`src/rtl/seq_shiftadd_mult.sv`:
```
// ---------------------------------------------------------------------------
// seq_shiftadd_mult
//
// Iterative shift-add multiplier. Each BUSY cycle consumes BITS_PER_CYCLE
// multiplier bits, LSB first, and adds the matching shifted copies of the
// multiplicand into an accumulator. Operands may be unsigned or two's
// complement. In halved-precision mode the operands are treated as two
// packed WIDTH/2-bit lanes that are multiplied independently, with each
// lane's result occupying its own WIDTH-bit field of the product.
//
// Ports
//   clk              in   clock, all state changes on the rising edge
//   rst              in   synchronous active-high reset
//   in_valid         in   operands and mode bits are valid
//   in_ready         out  block is idle and can accept a job
//   multiplicand     in   [WIDTH-1:0] operand A
//   multiplier       in   [WIDTH-1:0] operand B (the scanned operand)
//   signed_mode      in   1 = two's-complement operands, 0 = unsigned
//   halved_precision in   1 = two packed WIDTH/2 x WIDTH/2 lanes
//   out_valid        out  product is valid and held until out_ready
//   out_ready        in   consumer accepts the product
//   product          out  [2*WIDTH-1:0] registered result
//
// Latency from accept edge to out_valid: WIDTH/BITS_PER_CYCLE cycles in
// full mode, WIDTH/(2*BITS_PER_CYCLE) in halved mode.
// ---------------------------------------------------------------------------
module seq_shiftadd_mult #(
    parameter int WIDTH          = 8,
    parameter int BITS_PER_CYCLE = 1
) (
    input  logic                 clk,
    input  logic                 rst,
    input  logic                 in_valid,
    output logic                 in_ready,
    input  logic [WIDTH-1:0]     multiplicand,
    input  logic [WIDTH-1:0]     multiplier,
    input  logic                 signed_mode,
    input  logic                 halved_precision,
    output logic                 out_valid,
    input  logic                 out_ready,
    output logic [2*WIDTH-1:0]   product
);

    localparam int HALF      = WIDTH / 2;
    localparam int ITER_FULL = WIDTH / BITS_PER_CYCLE;
    localparam int ITER_HALF = HALF / BITS_PER_CYCLE;
    localparam int CNT_W     = $clog2(ITER_FULL);

    localparam logic [CNT_W-1:0] LAST_FULL = CNT_W'(ITER_FULL - 1);
    localparam logic [CNT_W-1:0] LAST_HALF = CNT_W'(ITER_HALF - 1);

    // Both lanes must finish in a whole number of iterations, which also
    // guarantees the full-width scan does.
    if ((WIDTH < 4) || ((WIDTH % 2) != 0) || (BITS_PER_CYCLE < 1) ||
        ((HALF % BITS_PER_CYCLE) != 0)) begin : gBadParams
        $error("seq_shiftadd_mult: WIDTH must be even and >= 4, BITS_PER_CYCLE must divide WIDTH/2");
    end

    typedef enum logic [1:0] {
        IDLE,
        BUSY,
        DONE
    } stateT;

    // Extend an operand to the full accumulator width.
    function automatic logic [2*WIDTH-1:0] extendFull(input logic [WIDTH-1:0] a,
                                                      input logic             isSigned);
        extendFull = {{WIDTH{isSigned & a[WIDTH-1]}}, a};
    endfunction

    // Extend a half-width lane operand to its WIDTH-bit lane accumulator.
    function automatic logic [WIDTH-1:0] extendLane(input logic [HALF-1:0] a,
                                                    input logic            isSigned);
        extendLane = {{HALF{isSigned & a[HALF-1]}}, a};
    endfunction

    stateT              state;
    logic [CNT_W-1:0]   count;
    logic [2*WIDTH-1:0] acc;
    logic [2*WIDTH-1:0] accNext;

    // Latched job. mcand holds the extended multiplicand, pre-shifted by the
    // bits already consumed; in halved mode each lane shifts within its own
    // WIDTH-bit field. mplier shifts right so the bits due this iteration
    // always sit at [BITS_PER_CYCLE-1:0] (lane lo) and [HALF +: BITS_PER_CYCLE]
    // (lane hi).
    logic [2*WIDTH-1:0] mcand;
    logic [WIDTH-1:0]   mplier;
    logic               signedReg;
    logic               halvedReg;

    logic               lastIter;
    logic               negTerm;
    logic [2*WIDTH-1:0] accFull;
    logic [WIDTH-1:0]   accLo;
    logic [WIDTH-1:0]   accHi;

    assign in_ready = (state == IDLE) && !rst;

    // One iteration of the shift-add. Full and lane sums are formed side by
    // side; the lane sums are separate WIDTH-bit additions, so no carry or
    // borrow can cross between lanes.
    always_comb begin
        lastIter = (count == (halvedReg ? LAST_HALF : LAST_FULL));
        negTerm  = 1'b0;
        accFull  = acc;
        accLo    = acc[WIDTH-1:0];
        accHi    = acc[2*WIDTH-1:WIDTH];
        for (int j = 0; j < BITS_PER_CYCLE; j++) begin
            // The top bit of the final iteration is the operand MSB, which has
            // negative weight in two's complement.
            negTerm = signedReg && lastIter && (j == BITS_PER_CYCLE - 1);
            if (mplier[j]) begin
                accFull = negTerm ? (accFull - (mcand << j)) : (accFull + (mcand << j));
                accLo   = negTerm ? (accLo - (mcand[WIDTH-1:0] << j))
                                  : (accLo + (mcand[WIDTH-1:0] << j));
            end
            if (mplier[HALF + j]) begin
                accHi = negTerm ? (accHi - (mcand[2*WIDTH-1:WIDTH] << j))
                                : (accHi + (mcand[2*WIDTH-1:WIDTH] << j));
            end
        end
        accNext = halvedReg ? {accHi, accLo} : accFull;
    end

    // Control, accumulator and result register.
    always_ff @(posedge clk) begin
        if (rst) begin
            state     <= IDLE;
            out_valid <= 1'b0;
            product   <= '0;
            acc       <= '0;
            count     <= '0;
        end else begin
            unique case (state)
                IDLE: begin
                    if (in_valid) begin
                        acc   <= '0;
                        count <= '0;
                        state <= BUSY;
                    end
                end
                BUSY: begin
                    acc   <= accNext;
                    count <= count + 1'b1;
                    if (lastIter) begin
                        product   <= accNext;
                        out_valid <= 1'b1;
                        state     <= DONE;
                    end
                end
                DONE: begin
                    if (out_ready) begin
                        out_valid <= 1'b0;
                        state     <= IDLE;
                    end
                end
                default: state <= IDLE;
            endcase
        end
    end

    // Operand registers: loaded at accept, shifted while BUSY. They carry no
    // reset because nothing reads them outside a job.
    always_ff @(posedge clk) begin
        if (state == IDLE && in_valid) begin
            mcand     <= halved_precision
                         ? {extendLane(multiplicand[WIDTH-1:HALF], signed_mode),
                            extendLane(multiplicand[HALF-1:0], signed_mode)}
                         : extendFull(multiplicand, signed_mode);
            mplier    <= multiplier;
            signedReg <= signed_mode;
            halvedReg <= halved_precision;
        end else if (state == BUSY) begin
            mcand  <= halvedReg
                      ? {mcand[2*WIDTH-1:WIDTH] << BITS_PER_CYCLE,
                         mcand[WIDTH-1:0] << BITS_PER_CYCLE}
                      : (mcand << BITS_PER_CYCLE);
            mplier <= mplier >> BITS_PER_CYCLE;
        end
    end

endmodule

```
`config.mk`:
```
export PLATFORM = sky130hd
export DESIGN_NAME = seq_shiftadd_mult
export DESIGN_NICKNAME = d
export VERILOG_FILES = /design/src/rtl/seq_shiftadd_mult.sv
export SDC_FILE = /design/constraint.sdc
export NUM_CORES = 1
export LEC_CHECK = 0
export BUFFER_PORTS_ARGS = -buffer_cell sky130_fd_sc_hd__buf_2
export CORE_MARGIN = 5
export CORE_UTILIZATION = 64
export CTS_CLUSTER_SIZE = 16
export DETAILED_ROUTE_END_ITERATION = 7
export GPL_ROUTABILITY_DRIVEN = 0
export PLACE_DENSITY = 0.85
export SLEW_MARGIN = 5
export SYNTH_ARGS = -nofsm -noshare
export SYNTH_HDL_FRONTEND = slang
export SYNTH_SLANG_ARGS = --single-unit
```
`constraint.sdc`:
```
create_clock -name clk -period 8.58 [get_ports clk]
set_input_delay 1.716 -clock clk [delete_from_list [all_inputs] [get_ports clk]]
set_output_delay 1.716 -clock clk [all_outputs]
set_load 0.02 [all_outputs]
```
# After elaboration in Yosys (flattened, before gate mapping)

Cells that the tools add are included.

Register bits after elaboration: 64
Input port bits: 22
Output and inout port bits: 18
Logic and storage cells: 61

Add/subtract/negate cells: 7
Equality and inequality tests: 6
Mux-type cells: 25
Bitwise operators: 2
Reduce and logical (&&, ||, !) cells: 12

Operators with widths:

| kind                                                | number |
|---|---|
| 2-to-1 mux 16 bit                                   | 6 |
| 2-to-1 mux 8 bit                                    | 6 |
| one-hot mux 16 bit (2 select lines)                 | 1 |
| adder 16 bit                                        | 1 |
| adder 8 bit                                         | 2 |
| subtractor 16 bit                                   | 1 |
| subtractor 8 bit                                    | 2 |
| 2-to-1 mux 12 bit                                   | 1 |
| 2-to-1 mux 9 bit                                    | 1 |
| 2-to-1 mux 2 bit                                    | 3 |
| 2-to-1 mux 3 bit                                    | 2 |
| inequality test 2 bit, second input constant        | 3 |
| one-hot mux 2 bit (3 select lines)                  | 1 |
| one-hot mux 3 bit (2 select lines)                  | 1 |
| AND reduction 3 bit                                 | 2 |
| nonzero test 2 bit                                  | 3 |
| AND reduction 2 bit                                 | 2 |
| adder 3 x 1 -> 3 bit, second input constant         | 1 |
| equality test 3 bit                                 | 1 |
| logical AND 1 bit                                   | 3 |
| bitwise AND 1 bit                                   | 2 |
| equality test 2 x 1 -> 1 bit, second input constant | 1 |
| equality test 2 bit, second input constant          | 1 |
| zero test 2 bit                                     | 1 |
| other kinds (3)                                     | 4 |

# Logic depth before layout (Yosys ltp)

Depth in word-level cells: 7
Mapped depth: 14
Mapped depth without buffers: 14

# Worst setup path after synthesis

Ideal clock, no wire load.

Path type: in2out
Start point: input port rst
End point: output port in_ready
Data arrival time: 2571 ps
Required time: 6864 ps
Slack: 4293 ps
Stages: 3
Path buffers: 2
Cell sequence: clkbuf_1 buf_1 nor3_1

Word-level cells in the longest chain between the ends: 2

RTL lines:

| element           | line | source |
|---|---|---|
| start, declared   | 32   | `input logic rst,` |
| zero test 1 bit   | 98   | `assign in_ready = (state == IDLE) && !rst;` |
| logical AND 1 bit | 98   |  |
| end, declared     | 34   | `output logic in_ready,` |

Every way passes these cells.

# Worst setup path after layout

Start point: register halvedReg
End point: register product[13]

Word-level cells in the longest chain between the ends: 6

RTL lines:

| element                                               | line     | source |
|---|---|---|
| start, declared                                       | 90       | `logic halvedReg;` |
| start signal, assigned                                | 173      | `halvedReg <= halved_precision;` |
| 2-to-1 mux 3 bit                                      | 104      | `lastIter = (count == (halvedReg ? LAST_HALF : LAST_FULL));` |
| equality test 3 bit                                   | 104      |  |
| logical AND 1 bit                                     | 112      | `negTerm = signedReg && lastIter && (j == BITS_PER_CYCLE - 1);` |
| 2-to-1 mux 16 bit or 2-to-1 mux 8 bit (tied branches) | 114, 119 |  |
| 2-to-1 mux 16 bit or 2-to-1 mux 8 bit (tied branches) | 113, 118 |  |
| 2-to-1 mux 16 bit                                     | 123      | `accNext = halvedReg ? {accHi, accLo} : accFull;` |
| end signal, assigned                                  | 147      | `product <= accNext;` |
| end, declared                                         | 41       | `output logic [2*WIDTH-1:0] product` |

Parallel ways exist; a longest one is shown, timed or not.
A chain may end at the register's enable or synchronous reset.

==> results.md <==
- Status: finished, final reports clean
- Fmax: 228 MHz
- CP max FO: 17
- Crit. End Element: flip-flop
- Worst VDD drop: about 140 uV
- Startpoint Class: flip-flop
- Post-synth cell types: 58
- H-Tree Depth: 3
- Post-CTS Hold Fix Bufs: 0
- DIE HEIGHT: around 91 um
- Detail Placement HPWL: between 7000 and 8000 um
- Seq/Total Area, Yosys: 0.371
- Final Max Tran Viols: 0
- Share of power burned in registers: 0.401
- Detail Route Antenna Nets: 0
- Total wire length: between 10000 and 15000 um
- DR WL/cell: approximately 17 um
- Hold Path Class: flip-flop to flip-flop
- Worst Path Required: around 9 ns
- CTS tree: done
- GRT Residual Overflow: 0
- Filler cells: about 480
- Clock Path Buffers: 2
- Power density cells: about 200 nW/um2
- Cell row count: 29
- Post-synth top area share: 0.188
- Period utilization: 0.510
- Top cells by area, synth: edfxtp_1 19%, dfxtp_1 18%, ha_1 7.5%, nand2_1 5.7%, nor2_1 4.6%
- DRC: 0
- Vias/cell: 6.23
- Final Instance Area: about 4600 um2
- Number of flops mapped to enable cells by yosys: 26
- First-pass GRT wire length: 16800 um
- Switch share: 0.334
- Yosys reg bits: 64
- R2r setup slk: approximately 4.2 ns
- Worst EP arrival: between 4 and 5 ns
- Area leader, netlist: edfxtp_1
- WHS: around 0.45 ns
- Worst hold start: product[0]
- Vias in the first global route: between 3000 and 4000
- Post-CTS Setup Inserts: 0
- Crit path buf inv count: 0
- Setup TNS: 0 ns
- Starting Density: 0.658
- Hold Vio Cnt, Final: 0
- Gate power share: 0.271
- Port-buffer cells: 39
- Core ar.: around 6300 um2
- Beginning of the worst register-to-register path: halvedReg
- Crit path kind: flip-flop to flip-flop
- Most frequent cells in the layout: 63 x nand2_1, 51 x nor2_1, 39 x buf_2
- Multi-input gate area: around 2500 um2
- DRC marker count from the first detailed-route iteration: 353
- Root buffer selected by CTS: clkbuf_8
- Largest net degree at the start of global routing: between 40 and 50
- CTS resizes: 0
- CP delay by family, top: compound AO/OA/AOI/OAI gates
- Worst-Skew Late Latency: roughly 0.34 ns
- Maxcap violations: 0
- Clock Sinks: 64
- Number of diodes: 0
- Min Tclk post-route: 4.38 ns
- Num CTS Buffers: 9
- Least-Margin Pin Slew: between 0.9 and 1 ns
- Syn. warnings: 0
- Ports: 40
- Number of antenna violations at the first check in global routing: 0
- DRT Pass-1 Iters: 8
- Final #Nets: 560
- RSZ-0062 raised after global routing: no
- Switching power: between 300 and 400 uW
- Post-synth ARST share: 0
- Storage element area: ~1500 um2
- Synth Flop Type: dfxtp_1
- CP max stage delay: 0.59 ns
- Commonest non-fill, non-tap cell in the layout: nand2_1
- Clk_skew: between 0.01 and 0.015 ns
- CP Launch Point: halvedReg
- Clock power share: 0.327
- Crit-path slowest cell: a2111oi_0
- Placed instance area: 4390 um2
- Routed vias: 3697
- CP most frequent cell: xnor2_1
- DIE WIDTH: 90.5 um
- Crit path cell chain: xor2_1, nand3_1, o31ai_1, xnor2_1, ha_1, a21o_1, a2111oi_0, a21oi_1, a31oi_1, xnor2_1, a221oi_1, a211oi_1
- Clock transition at path regs: 0.08 ns
- Pint: around 610 uW
- Die area: 8200 um2
- Setup violations, final: 0
- Cells after Synth: between 400 and 500
- Tot GR Track Use: 0.248
- P_leak: slightly above 0.002 uW
- Area Overhead vs Synth: 11.3%
- Synth Area per Inst: around 8.7 um2
- Fraction of layout instances using a drive strength above 1: 0.138
- Tot Pwr: slightly above 900 uW
- Rel. slew slack: 0.371
- Post-Syn Area: approximately 4200 um2
- Synth Net Count: between 500 and 600
==> metal layers <==
metal  track usage  vias to the layer above  share of wire
li1              -                     1812              -
met1         0.330                     1675           0.44
met2         0.383                      176           0.46
met3        0.0567                       34          0.076
met4         0.109                        0          0.028
met5             0                        -              0
==> worst reg2reg max path, stage by stage, from the launching register on <==
cell       delay (ns)
edfxtp_1         0.52
xor2_1           0.32
nand3_1          0.49
o31ai_1          0.35
xnor2_1          0.16
ha_1             0.37
a21o_1           0.21
a2111oi_0        0.59
a21oi_1          0.22
a31oi_1          0.29
xnor2_1          0.11
a221oi_1         0.48
a211oi_1         0.14
==> cells in the mapped netlist (all sizes together), types with 2 or more instances <==
cell type   n
inv        15
nor3        9
or3         5
mux2        3
nand2      63
a221oi      6
mux2i       4
o21ai      29
and3        8
fa          2
nor2b       4
a31oi       6
or4         3
ha         25
a32oi       3
xor2       14
o22ai       2
nor2       51
a311oi      4
a21oi      29
a22oi       4
a21o       17
o31ai       5
o21a        4
xnor2      21
o2111ai     2
a21boi      2
nor3b       2
clkbuf     18
o41ai       5
nand3      11
edfxtp     26
dfxtp      38
nand3b      5
buf         4
nand2b      3
a211oi     12
==> kinds of logic (layout without fill, tap and decap cells) <==
group | after synthesis | after routing | share of synthesized area
xor gates and xnor gates | 35 | 35 | 0.0802
buffers and inverters | 37 | 74 | 0.0335
muxes | 7 | 7 | 0.0178
AOI/OAI and AO/OA | 137 | 137 | 0.221
adders and majority gates | 27 | 27 | 0.0850
DFF | 64 | 64 | 0.371
and+or+nand+nor | 172 | 172 | 0.192
==> state kept, by name, summed over array words and instances, names as in the netlist <==
name / count
state: 2
product: 16
mcand: 16
halvedReg: 1
signedReg: 1
acc: 16
count: 3
out_valid: 1
mplier: 8
==> power groups by stage <==
stage,sequential (uW),combinational [uW],clock [uW]
5_1_grt,373,276,320
3_3_place_gp,375,233,0
2_1_floorplan,365,193,0
3_5_place_dp,376,241,0
6_report,370,250,302
4_1_cts,369,245,303
==> final cells by class <==
type / instances / area share
Clock buffer: 9 / 0.0268
Tap cell: 77 / 0.0209
Multi-Input combinational cell: 378 / 0.535
Inverter: 15 / 0.0122
Sequential cell: 64 / 0.334
Timing Repair Buffer: 43 / 0.0488
Clock inverter: 7 / 0.0228
==> metrics by stage <==
| step | instances | util | worst slack, ns |
|---|---|---|---|
| after floorplan | 479 | - | 4.29 |
| after global placement | 577 | 0.695 | 4.32 |
| after detailed placement | 577 | 0.695 | 4.21 |
| after CTS | 593 | 0.732 | 4.34 |
| after global routing | 593 | 0.732 | 3.82 |
| final | 593 | 0.732 | 4.20 |
==> final timing paths <==
kind                 end  cells after the start
min           product[0]                      2
max reg2reg  product[13]                     12
max          product[13]                     12
min reg2reg   product[0]                      2
Note: power is estimated with default switching activity, not from simulation.
